==> src/rtl/ltssm_detect_ctrl.sv <==
// ltssm_detect_ctrl: LTSSM Detect.Quiet / Detect.Active sequencer.
// Drives the shared PIPE timer and collects per-lane receiver-detect results.
module ltssm_detect_ctrl #(
    parameter int LANES = 16
) (
    input  logic                 Pclk,
    input  logic                 Reset,
    input  logic                 Enable,
    output logic                 TimerStart,
    output logic                 TimerEnable,
    output logic [2:0]           TimerIntervalCode,
    input  logic                 TimeOut,
    input  logic [LANES-1:0]     RxElecIdle,
    output logic                 TxDetectRx,
    input  logic [LANES-1:0]     PhyStatus,
    input  logic [3*LANES-1:0]   RxStatus,
    output logic                 DetectDone,
    output logic [LANES-1:0]     LanesDetected
);

    typedef enum logic [2:0] {
        IDLE, QUIET, ACTIVE1, WAIT12, ACTIVE2, DONE
    } state_t;

    state_t           state, state_nxt;
    logic [LANES-1:0] seen, found, first_set, present, result;
    logic             in_active, all_seen, load_det, load_first, timed_nxt;

    always_comb begin
        present = '0;
        for (int i = 0; i < LANES; i++)
            present[i] = (RxStatus[3*i +: 3] == 3'b011);
    end

    assign in_active = (state == ACTIVE1) || (state == ACTIVE2);
    assign all_seen  = &seen;
    assign result    = found & first_set;

    always_comb begin
        state_nxt  = state;
        load_det   = 1'b0;
        load_first = 1'b0;
        unique case (state)
            IDLE:    if (Enable) state_nxt = QUIET;
            QUIET:   if (!TimerStart && (TimeOut || !(&RxElecIdle)))
                         state_nxt = ACTIVE1;
            ACTIVE1: if (all_seen) begin
                         if (found == '0) begin
                             state_nxt = QUIET;
                         end else if (&found) begin
                             state_nxt = DONE;
                             load_det  = 1'b1;
                         end else begin
                             state_nxt  = WAIT12;
                             load_first = 1'b1;
                         end
                     end
            WAIT12:  if (!TimerStart && TimeOut) state_nxt = ACTIVE2;
            ACTIVE2: if (all_seen) begin
                         if (result == '0) begin
                             state_nxt = QUIET;
                         end else begin
                             state_nxt = DONE;
                             load_det  = 1'b1;
                         end
                     end
            DONE:    state_nxt = DONE;
            default: state_nxt = IDLE;
        endcase
        // Dropping Enable overrides any evaluation in the same cycle
        if (!Enable) begin
            state_nxt  = IDLE;
            load_det   = 1'b0;
            load_first = 1'b0;
        end
    end

    assign timed_nxt = (state_nxt == QUIET) || (state_nxt == WAIT12);

    always_ff @(posedge Pclk or negedge Reset) begin
        if (!Reset) begin
            state             <= IDLE;
            TimerStart        <= 1'b0;
            TimerEnable       <= 1'b0;
            TimerIntervalCode <= 3'b000;
            TxDetectRx        <= 1'b0;
            DetectDone        <= 1'b0;
            LanesDetected     <= '0;
            seen              <= '0;
            found             <= '0;
            first_set         <= '0;
        end else begin
            state             <= state_nxt;
            TimerStart        <= timed_nxt && (state_nxt != state);
            TimerEnable       <= timed_nxt;
            TimerIntervalCode <= timed_nxt ? 3'b001 : 3'b000;
            TxDetectRx        <= (state_nxt == ACTIVE1) ||
                                 (state_nxt == ACTIVE2);
            DetectDone        <= (state_nxt == DONE) && (state != DONE);
            // Only the first PhyStatus of a lane counts in each pass
            if (in_active) begin
                seen  <= seen | PhyStatus;
                found <= found | (PhyStatus & ~seen & present);
            end else begin
                seen  <= '0;
                found <= '0;
            end
            if (load_first)
                first_set <= found;
            if (load_det)
                LanesDetected <= (state == ACTIVE1) ? found : result;
        end
    end

endmodule

==> config.mk <==
export PLATFORM = sky130hd
export DESIGN_NAME = ltssm_detect_ctrl
export DESIGN_NICKNAME = d
export VERILOG_FILES = /design/src/rtl/ltssm_detect_ctrl.sv
export SDC_FILE = /design/constraint.sdc
export NUM_CORES = 1
export LEC_CHECK = 0
export CELL_PAD_IN_SITES_DETAIL_PLACEMENT = 0
export CELL_PAD_IN_SITES_GLOBAL_PLACEMENT = 1
export CORE_MARGIN = 5
export CORE_UTILIZATION = 35
export DETAILED_ROUTE_END_ITERATION = 8
export GPL_TIMING_DRIVEN = 1
export PLACE_DENSITY_LB_ADDON = 0.1
export SLEW_MARGIN = 5
export SYNTH_ARGS = -nofsm -noshare
export SYNTH_HDL_FRONTEND = slang
export SYNTH_SLANG_ARGS = --single-unit
==> constraint.sdc <==
create_clock -name Pclk -period 2.85 [get_ports Pclk]
set_clock_uncertainty 0.2 [all_clocks]
set_input_delay 0.57 -clock Pclk [delete_from_list [all_inputs] [get_ports Pclk]]
set_output_delay 0.57 -clock Pclk [all_outputs]
set_load 0.02 [all_outputs]
==> impl_metrics.toml <==
[power_and_ir_drop]
combinationalPowerShare_pct = 32.2
p_sw_share_pct = 31.7
power.density_mw_per_mm2 = 682
p_clk_share_pct = 25.4
switchingPower_mw = 1.00
p_seq_share_pct = 42.4
internal_power_mw = 2.16
leakagePower_nw = 2.16
ir_drop_v = 0.000226

[clock_tree]
root_buffer = "clkbuf_8"
cts.sinks = 71
cts_resized = 0
cts_setup_buffers = 0
cts_buffers = 9
clockBufferDepth = 2
cts_hold_buf = 0
cts_tree = "built"
htree_levels = 3
clk_latency_ps = 340
clkSlewWorstSetupHoldPaths_ps = 80

[synth]
syn_area_sq_mm = 0.00326
syn_inst = 278
ys_top_cells_by_area = "dfrtp_1 (55%), o21a_1 (7.4%), mux2_2 (5.5%)"
synthArstFlopShare_pct = 100
ys_ff_latch = 71
ys_top_cells_by_count = "dfrtp_1 (71), o21a_1 (32), inv_1 (23), nor2_1 (19), o21ai_0 (18)"
synth-edff-count = 0
synth_top_area_cell = "dfrtp_1"
ys.flop_type = "dfrtp_1"
synth.most_common_cell = "dfrtp_1"
syn_avg_cell_area_sq_um = 11.7
synth-seq-area-share_pct = 54.6
yosysUniqueCellTypes = 41
synth_top_area_share_pct = 54.6
yosys_warnings = 0

[setup_path]
critPathTopFamily = "simple AND/OR/NAND/NOR gates"
crit_path_top_delay_cell = "or3_1"
cp.buffers_inverters = 0
cp-start-kind = "flip-flop"
critPathArrivalTime_ps = 2520
worstPathCellList = "nand4_1, nor4_1, or3_1, mux2_2"
path_max_fanout = 16
critPathMaxStageDelay_ps = 650
critPathKind = "reg -> reg"
cp_data_required_time_ps = 2870
end_kind = "flip-flop"

[drt]
wl_per_cell_um = 15.2
totalWireLength_um = 7730
dr.pass1.iters = 4
drtAntennaViolNets = 0
vias = 2559
drt_iter0_markers = 77
drc_errors = 0
avgViaCountPerCell = 5.05

[floorplanning]
num_rows = 35
dieArea_sq_mm = 0.0113
io_pins = 107
core_area_sq_mm = 0.00915
die_w_um = 106
initial_core_util_pct = 35.6
die_h_um = 106

[placed_design]
placed_area_sq_mm = 0.00443
gp_congestion = 0.786
dp_hpwl_um = 5940
io_buffers = 104
dp_slack_ps = 88.4

[grt]
globalRouteTotalUtil_pct = 14.2
overflow = 0
grt_pass1_vias = 2632
grt_pass1_wl_um = 12700
grt_max_degree = 72
antenna_found_initial = 0

[final_layout]
drive_above_1_share_pct = 12.6
antennaDiodeCount = 0
n_fill_cell = 862
fin_nets = 475
postLayoutCellArea_sq_mm = 0.00463
syn_to_final_growth_pct = 42.1

[sta]
period_minus_slack_ps = 2490
slew_headroom_pct = 41.0
grt_setup_unrepaired = "no"
worst_pin_slew_ps = 885
setup_slack_ps = 357
min_period_over_period_pct = 87.5
hold_viol_final = 0
whs_ps = 139
maxSlewViolCount = 0
setup_viol = 0
finalSetupTns_ps = 0
max_freq_mhz = 401

[min_path]
hold_path_class = "in -> async"

[outcome]
status = "finished clean"

[run]
drv_cap = 0
-- per-layer routing --
metal  GRT usage, %  wire length, um  vias up
met1           19.2             3590     1219
met5              0                0        -
li1               -                -     1261
met2           21.6             3570       73
met3           4.74              495        6
met4           4.11               80        0
-- metrics by stage --
step / utilization [%] / instances / power [mW]
floorplan: - / 279 / 1.87
global placement: 48.4 / 491 / 2.38
detailed placement: 48.4 / 491 / 2.39
CTS: 50.6 / 507 / 3.20
global route: 50.6 / 507 / 3.35
finish: 50.6 / 507 / 3.16
-- placed cells by master, fill, tap and decap left out, types with 2 or more instances in the layout --
cell	n
dfrtp_1	71
clkdlybuf4s50_1	103
clkinv_2	2
o21ai_0	18
buf_4	8
and3_1	2
clkinv_4	2
conb_1	2
mux2i_1	16
a31oi_1	2
nand4_1	11
mux2_2	16
clkbuf_8	10
nand2_1	2
inv_1	23
a221oi_1	4
nor4_1	5
o21a_1	32
a21oi_1	2
nor2_1	19
nand4b_1	16
nand3_1	3
a22o_1	4
or3_1	2
-- registers in the layout (all words and copies together), names as in the netlist --
name / cells
found: 16
state: 3
first_set: 16
TxDetectRx: 1
seen: 16
TimerEnable: 1
LanesDetected: 16
DetectDone: 1
TimerStart: 1
-- area by class of cell --
cell class | count | area (sq um) | share of cell area, %
Tap cell | 111 | 139 | 3.00
Multi-Input combinational cell | 174 | 1320 | 28.4
Sequential cell | 71 | 1780 | 38.4
Clock inverter | 5 | 57.6 | 1.24
Inverter | 23 | 86.3 | 1.87
Timing Repair Buffer | 112 | 1110 | 24.0
Clock buffer | 11 | 141 | 3.05
-- power groups by stage --
stage          clock network [mW]  logic (mW)  registers [mW]
5_1_grt                     0.877        1.10            1.38
2_1_floorplan                   0       0.371            1.50
6_report                    0.801        1.02            1.34
3_5_place_dp                    0        1.03            1.36
3_3_place_gp                    0        1.02            1.36
4_1_cts                     0.826        1.03            1.34
-- cells by family (layout without fill, tap and decap cells) --
group,count (synthesis),in the layout,synth area share [%]
other,1,2,0.115
multiplexers,32,32,10.4
AND/OR/NAND/NOR,68,68,13.4
flip-flops,71,71,54.6
buffers and inverters,34,151,5.26
AO/OA/AOI/OAI,72,72,16.2
-- final timing paths --
check / startpoint / slack, ps / end / cells past startpoint
max: found[9] / 360 / first_set[1] / 4
min: Reset / 140 / DetectDone / 1
max reg2reg: found[9] / 360 / first_set[1] / 4
min reg2reg: seen[5] / 320 / seen[5] / 1
max in group asynchronous: Reset / 1730 / found[2] / 1
min in group Pclk: seen[5] / 320 / seen[5] / 1
-- worst register-to-register path, delay by kind of cell, from the launching register on --
| kind | cells | cell delay (ps) |
|---|---|---|
| multiplexers | 1 | 410 |
| flip-flops | 1 | 500 |
| AND/OR/NAND/NOR | 3 | 1270 |
Power figures use the tool's default switching activity.
